### src/rtl/mem_port_pkg.sv
// Shared request/response types for the core <-> memory-port link.
package mem_port_pkg;

  typedef enum logic {
    OP_READ  = 1'b0,
    OP_WRITE = 1'b1
  } opcode_e;

  typedef logic [15:0] data_t;

  typedef struct packed {
    logic       vld;
    opcode_e    opcode;
    logic [15:0] addr;
    data_t      data;
    logic [7:0] access_id;
  } request_t;

endpackage

### src/rtl/mem_port_responder_if.sv
// Core request/response and SRAM port bundle; slave side is the responder.
interface mem_port_responder_if #(
  parameter int SRAM_AW = 10
);
  import mem_port_pkg::*;

  request_t             mem_req;
  logic                 mem_req_grant;
  request_t             mem_rsp;
  logic                 sram_en;
  logic                 sram_we;
  logic [SRAM_AW-1:0]   sram_addr;
  data_t                sram_wdata;
  data_t                sram_rdata;

  modport slave (
    input  mem_req, sram_rdata,
    output mem_req_grant, mem_rsp, sram_en, sram_we, sram_addr, sram_wdata
  );

  modport master (
    output mem_req, sram_rdata,
    input  mem_req_grant, mem_rsp, sram_en, sram_we, sram_addr, sram_wdata
  );
endinterface

### src/rtl/mem_port_responder.sv
// Queued single-port SRAM responder: requests are buffered in a FIFO and
// serviced one at a time in arrival order (IDLE -> ACCESS -> RESP).
module mem_port_responder
  import mem_port_pkg::*;
#(
  parameter int FIFO_DEPTH = 4,
  parameter int SRAM_LAT   = 2,
  parameter int SRAM_AW    = 10
) (
  input  logic                 clk,
  input  logic                 reset,
  mem_port_responder_if.slave  bus
);

  localparam int PW = (FIFO_DEPTH > 1) ? $clog2(FIFO_DEPTH) : 1;
  localparam int CW = $clog2(FIFO_DEPTH + 1);
  localparam int LW = (SRAM_LAT > 1) ? $clog2(SRAM_LAT) : 1;

  typedef enum logic [1:0] {IDLE, ACCESS, RESP} state_e;

  request_t           fifo_q [FIFO_DEPTH];
  logic [PW-1:0]      wr_ptr_q, wr_ptr_d, rd_ptr_q, rd_ptr_d;
  logic [CW-1:0]      cnt_q, cnt_d;
  state_e             state_q, state_d;
  logic [LW-1:0]      lat_q, lat_d;
  request_t           held_q, held_d;
  request_t           rsp_q, rsp_d;
  logic               sram_en_q, sram_en_d, sram_we_q, sram_we_d;
  logic [SRAM_AW-1:0] sram_addr_q, sram_addr_d;
  data_t              sram_wdata_q, sram_wdata_d;

  logic grant, push, pop;

  // Grant comes only from the registered count, so a same-cycle pop never frees a slot early.
  assign grant = (cnt_q < CW'(FIFO_DEPTH));
  assign push  = bus.mem_req.vld && grant;
  assign pop   = (state_q == IDLE) && (cnt_q != '0);

  // Queue pointer/count bookkeeping; pointers wrap naturally at the power-of-two depth.
  always_comb begin
    wr_ptr_d = wr_ptr_q;
    rd_ptr_d = rd_ptr_q;
    cnt_d    = cnt_q;
    if (push) wr_ptr_d = wr_ptr_q + 1'b1;
    if (pop)  rd_ptr_d = rd_ptr_q + 1'b1;
    if (push && !pop)      cnt_d = cnt_q + 1'b1;
    else if (pop && !push) cnt_d = cnt_q - 1'b1;
  end

  // Queue storage needs no reset: entries are only read after being written.
  always_ff @(posedge clk) begin
    if (push) fifo_q[wr_ptr_q] <= bus.mem_req;
  end

  // Next-state and next-output decode; SRAM strobe is launched on the IDLE pop
  // so it is registered and valid in exactly the first ACCESS cycle.
  always_comb begin
    state_d      = state_q;
    lat_d        = lat_q;
    held_d       = held_q;
    rsp_d        = '0;
    sram_en_d    = 1'b0;
    sram_we_d    = 1'b0;
    sram_addr_d  = '0;
    sram_wdata_d = '0;
    case (state_q)
      IDLE: begin
        if (pop) begin
          held_d       = fifo_q[rd_ptr_q];
          state_d      = ACCESS;
          lat_d        = LW'(SRAM_LAT - 1);
          sram_en_d    = 1'b1;
          sram_we_d    = (fifo_q[rd_ptr_q].opcode == OP_WRITE);
          sram_addr_d  = fifo_q[rd_ptr_q].addr[SRAM_AW-1:0];
          sram_wdata_d = fifo_q[rd_ptr_q].data;
        end
      end
      ACCESS: begin
        if (lat_q == '0) begin
          state_d   = RESP;
          rsp_d     = held_q;
          rsp_d.vld = 1'b1;
          if (held_q.opcode == OP_READ) rsp_d.data = bus.sram_rdata;
        end else begin
          lat_d = lat_q - 1'b1;
        end
      end
      RESP:    state_d = IDLE;
      default: state_d = IDLE;
    endcase
  end

  // All control state and registered outputs; reset drops any queued or in-flight work.
  always_ff @(posedge clk or negedge reset) begin
    if (!reset) begin
      wr_ptr_q     <= '0;
      rd_ptr_q     <= '0;
      cnt_q        <= '0;
      state_q      <= IDLE;
      lat_q        <= '0;
      held_q       <= '0;
      rsp_q        <= '0;
      sram_en_q    <= 1'b0;
      sram_we_q    <= 1'b0;
      sram_addr_q  <= '0;
      sram_wdata_q <= '0;
    end else begin
      wr_ptr_q     <= wr_ptr_d;
      rd_ptr_q     <= rd_ptr_d;
      cnt_q        <= cnt_d;
      state_q      <= state_d;
      lat_q        <= lat_d;
      held_q       <= held_d;
      rsp_q        <= rsp_d;
      sram_en_q    <= sram_en_d;
      sram_we_q    <= sram_we_d;
      sram_addr_q  <= sram_addr_d;
      sram_wdata_q <= sram_wdata_d;
    end
  end

  assign bus.mem_req_grant = grant;
  assign bus.mem_rsp       = rsp_q;
  assign bus.sram_en       = sram_en_q;
  assign bus.sram_we       = sram_we_q;
  assign bus.sram_addr     = sram_addr_q;
  assign bus.sram_wdata    = sram_wdata_q;

endmodule

### src/flat_wrapper.sv
// flat-port wrapper written by rule: the top's interface ports become plain ports
module mem_port_responder_flat import mem_port_pkg::*;
#(
  parameter int FIFO_DEPTH = 4,
  parameter int SRAM_LAT   = 2,
  parameter int SRAM_AW    = 10
)
  (clk, reset, bus_mem_req, bus_sram_rdata, bus_mem_req_grant, bus_mem_rsp, bus_sram_en, bus_sram_we, bus_sram_addr, bus_sram_wdata);
  mem_port_responder_if #(.SRAM_AW(SRAM_AW)) bus_i ();
  input  logic clk;
  input  logic reset;
  input wire logic [$bits(bus_i.mem_req)-1:0] bus_mem_req;
  input wire logic [$bits(bus_i.sram_rdata)-1:0] bus_sram_rdata;
  output wire logic [$bits(bus_i.mem_req_grant)-1:0] bus_mem_req_grant;
  output wire logic [$bits(bus_i.mem_rsp)-1:0] bus_mem_rsp;
  output wire logic [$bits(bus_i.sram_en)-1:0] bus_sram_en;
  output wire logic [$bits(bus_i.sram_we)-1:0] bus_sram_we;
  output wire logic [$bits(bus_i.sram_addr)-1:0] bus_sram_addr;
  output wire logic [$bits(bus_i.sram_wdata)-1:0] bus_sram_wdata;
  assign bus_i.mem_req = bus_mem_req;
  assign bus_i.sram_rdata = bus_sram_rdata;
  assign bus_mem_req_grant = bus_i.mem_req_grant;
  assign bus_mem_rsp = bus_i.mem_rsp;
  assign bus_sram_en = bus_i.sram_en;
  assign bus_sram_we = bus_i.sram_we;
  assign bus_sram_addr = bus_i.sram_addr;
  assign bus_sram_wdata = bus_i.sram_wdata;
  mem_port_responder #(.FIFO_DEPTH(FIFO_DEPTH), .SRAM_LAT(SRAM_LAT), .SRAM_AW(SRAM_AW)) u_core (.clk(clk), .reset(reset), .bus(bus_i));
endmodule
### config.mk
export PLATFORM = sky130hd
export DESIGN_NAME = mem_port_responder_flat
export DESIGN_NICKNAME = d
export VERILOG_FILES = /design/src/rtl/mem_port_pkg.sv /design/src/rtl/mem_port_responder_if.sv /design/src/rtl/mem_port_responder.sv /design/src/flat_wrapper.sv
export SDC_FILE = /design/constraint.sdc
export NUM_CORES = 1
export LEC_CHECK = 0
export ABC_CLOCK_PERIOD_IN_PS = 2700
export BUFFER_PORTS_ARGS = -buffer_cell sky130_fd_sc_hd__buf_2
export CELL_PAD_IN_SITES_DETAIL_PLACEMENT = 0
export CELL_PAD_IN_SITES_GLOBAL_PLACEMENT = 2
export CORE_MARGIN = 5
export CORE_UTILIZATION = 35
export CTS_BUF_LIST = sky130_fd_sc_hd__clkbuf_8 sky130_fd_sc_hd__clkbuf_16
export DETAILED_ROUTE_END_ITERATION = 10
export PLACE_DENSITY_LB_ADDON = 0.3
export REMOVE_ABC_BUFFERS = 1
export SLEW_MARGIN = 10
export SYNTH_ARGS = -nofsm -noshare
export SYNTH_HDL_FRONTEND = slang
export SYNTH_SLANG_ARGS = --single-unit
### constraint.sdc
create_clock -name clk -period 2.7 [get_ports clk]
set_input_delay 0.54 -clock clk [delete_from_list [all_inputs] [get_ports clk]]
set_output_delay 0.54 -clock clk [all_outputs]
set_load 0.01 [all_outputs]
==> out/metrics.cfg <==
[outcome]
outcome=complete, no violations

[synthesis]
dominantRegCellSynth=sky130_fd_sc_hd__edfxtp_1
synth_largest_type_area_fraction_pct=47.6
ranking_of_synthesized_cells_by_area=sky130_fd_sc_hd__edfxtp_1 (48%), sky130_fd_sc_hd__dfrtp_1 (29%), sky130_fd_sc_hd__mux4_2 (8.9%)
ys.warnings.count=0
synth_simple_gate_area_share_pct=5.70
netlist_instances=516
yosys.area_share.adder_pct=0.798
synth_enable_flop_cells=164
distinct_cell_type_count_of_the_synthesized_netlist=28
synth_top_family_by_area=multiplexers
yosys-mux-area-fraction_pct=12.1
ys_top_cells_by_count=sky130_fd_sc_hd__edfxtp_1 (164), sky130_fd_sc_hd__dfrtp_1 (121), sky130_fd_sc_hd__mux4_2 (41), sky130_fd_sc_hd__and2_1 (29), sky130_fd_sc_hd__a21o_1 (27)
synth_top_area_cell=sky130_fd_sc_hd__edfxtp_1
ys_seq_area_share_pct=76.8
async_flop_share_pct=42.5
synth-compound-area-share_pct=2.05
xor_and_xnor_area_share_after_synthesis_pct=0.508
syn_area_per_cell_sq_um=20.1
postSynthRegisterBits=285
synth_most_common_cell=sky130_fd_sc_hd__edfxtp_1
syn-cell-area_sq_um=10400

[clock_tree]
worstSkewPairLatency_ns=0.56
clock_pin_slew_reported_for_the_worst_setup_and_hold_paths_after_clock_tree_synthesis_ns=0.06
cts_tree=done
cts_resized=0
cts_root_buf=sky130_fd_sc_hd__clkbuf_16
clk_sink_count=285
number_of_cts_inserted_buffers=30
clock_path_buffers=3
cts.htree.levels=1

[hold_path]
min_path_type=primary input to flop
timing.hold.worst.start=bus_mem_req[24]
worst_hold_path.num_cells=1
worstHoldEndpoint=u_core.fifo_q[3][24]

[global_route]
total_gr_overflow=0
first_global_vias=5634
global_route.usage.met2_pct=22.4
initial_antenna_violation_count=2
grt.met3_usage_pct=2.90
grt.busiest_layer=met2
use_met1_pct=16.2
maximum_number_of_pins_on_one_net_before_global_route_repair=60
first_pass_grt_wire_length_microns=33100
groute.usage.overall_pct=12.8

[worst_setup_path]
worstSetupEndpointType=flop
timing_worst_setup_path_type=flop to flop
regToRegSetupSlack_ns=0.69
crit_path_max_fo=3
worstReg2RegStart=u_core.cnt_q[2]
worstPathArrival_ns=2.48
worstSetupStartpointType=flop
reg2reg_depth=8
timing.critical_path.required_ns=3.17
crit-reg2reg-capture=u_core.cnt_q[2]

[placement]
placedInstanceArea_sq_um=11500
routability_congestion_estimate_from_global_placement=0.691
dp.final_hpwl_microns=13400
placement.io_buffers=130

[route]
avgRoutedWirePerCell_microns=19.4
vias_per_cell=4.58
antenna_violating_nets_post_route=0
dr.first_iter.drc_count=173
first_pass_iters=4
route.vias.total=4977
totalWireLength_microns=21100
drc=0

[sta]
tightestPinTransition_ns=0.867
timing.final.hold_violations=0
setup-tns-final_ns=0
unrepaired_setup_endpoints_after_global_routing=false
clk_skew_ns=0.0127
timing.final.max_slew_violations=0
final_period_minus_worst_setup_slack_ns=2.01
final_min_period_over_clock_period_pct=74.6
setup_viol_count_final=0
maxClockFrequency_mhz=497
slew_headroom_pct=42.2

[power_and_ir_drop]
power_per_cell_area_nw_per_um2=1140
worst_ir_drop_vdd_v=0.000619
power.static_leakage_nw=5.26

[flow_run]
max-cap-violations=0

[floorplanning]
rows=63
core-area_sq_um=29400
die_area_sq_um=33100
effective_utilization_at_floorplan_pct=35.2
design.portCount=131
die_height_microns=182
die_x_microns=182

[finish]
area_growth_syn_to_layout_pct=20.9
post_route_cells_drive_above_1_share_pct=41.3
finalInstanceArea_sq_um=12500
fill_cells=2655
diodes=0
finalNetCount=739

## kinds of logic (layout without fill, tap and decap cells)
family          count (synthesis)  after routing
flops                         285            285
buf+inv                        35            216
compound gates                 29             29
mux                            72             72
simple gates                   83             83
fa+ha+maj                       6              6
xor+xnor                        6              6
## state kept, by name, summed over array words and instances, names as in the netlist
name                   cells
u_core.fifo_q            164
u_core.bus.mem_rsp        42
u_core.held_q             41
u_core.bus.sram_wdata     16
u_core.bus.sram_addr      10
u_core.cnt_q               3
u_core.rd_ptr_q            2
u_core.state_q             2
u_core.wr_ptr_q            2
u_core.bus.sram_en         1
u_core.bus.sram_we         1
u_core.lat_q               1
## per-layer routing
| layer | routed length (microns) | share of wire [%] |
|---|---|---|
| met1 | 8640 | 41 |
| met2 | 10900 | 52 |
| met3 | 1100 | 5.2 |
| met4 | 416 | 2.0 |
| met5 | 34 | 0.16 |
## worst max-delay path, stage by stage (launching register included)
cell,delay (ns)
sky130_fd_sc_hd__dfrtp_1,0.40
sky130_fd_sc_hd__or3_4,0.41
sky130_fd_sc_hd__nand2_2,0.08
sky130_fd_sc_hd__ha_1,0.18
sky130_fd_sc_hd__inv_1,0.06
sky130_fd_sc_hd__fa_1,0.38
sky130_fd_sc_hd__xor2_1,0.18
sky130_fd_sc_hd__nor2_1,0.12
sky130_fd_sc_hd__xnor2_1,0.14
## power by group
part / leakage, nW / internal [mW] / switching [mW]
Combinational: 1.70 / 2.03 / 2.03
Sequential: 3.04 / 5.75 / 0.465
Clock: 0.514 / 2.31 / 1.64
Total: 5.26 / 10.1 / 4.14
## placed cells by master (no fill, tap or decap), drive strengths merged, types with 2 or more instances in the layout
master and count:
a21o 27, mux2 15, mux2i 16, nand2 4, clkinv 10, inv 15
and3 27, and2 29, dfrtp 121, edfxtp 164, mux4 41, o21ai 2
ha 5, clkbuf 37, buf 151, nor2 18, xnor2 5, nand2b 2
## what timing repair did
action	4_1_cts	5_1_grt
hold buffers	1	0
buffers inserted	0	0
setup endpoints to repair	0	0
hold endpoints to repair	56	0
## cell type report
class / count / area, sq um / share of cell area [%]
clock buffers: 37 / 847 / 6.77
well taps: 390 / 488 / 3.90
inverters: 8 / 30.0 / 0.240
repair buffers: 152 / 850 / 6.79
multi-input cells: 196 / 2200 / 17.6
clock inverters: 19 / 140 / 1.12
flip-flops and latches: 285 / 7960 / 63.6
## stage by stage
step / hold WS (ns) / util (%) / setup slack (ns) / std cells / total power, mW
after CTS: 0.170 / 42.6 / 0.675 / 1087 / 14.5
after floorplan: 0.244 / - / -0.594 / 489 / 8.96
after detailed placement: 0.457 / 39.2 / 0.703 / 1030 / 10.5
after global routing: 0.175 / 42.6 / 0.575 / 1087 / 15.1
final: 0.202 / 42.6 / 0.686 / 1087 / 14.2
after global placement: 0.452 / 39.2 / 0.747 / 1030 / 10.4
## worst max path at each step
stage	from	to	slack, ns	cells after the start
4_1_cts	u_core.cnt_q[2]	u_core.cnt_q[2]	0.68	8
3_5_place_dp	u_core.cnt_q[2]	u_core.cnt_q[2]	0.70	8
5_1_grt	u_core.cnt_q[1]	u_core.cnt_q[2]	0.57	8
2_1_floorplan	u_core.state_q[0]	u_core.cnt_q[1]	-0.59	6
3_3_place_gp	u_core.cnt_q[1]	u_core.cnt_q[2]	0.75	8
6_report	u_core.cnt_q[2]	u_core.cnt_q[2]	0.69	8
Power figures use the tool's default switching activity.
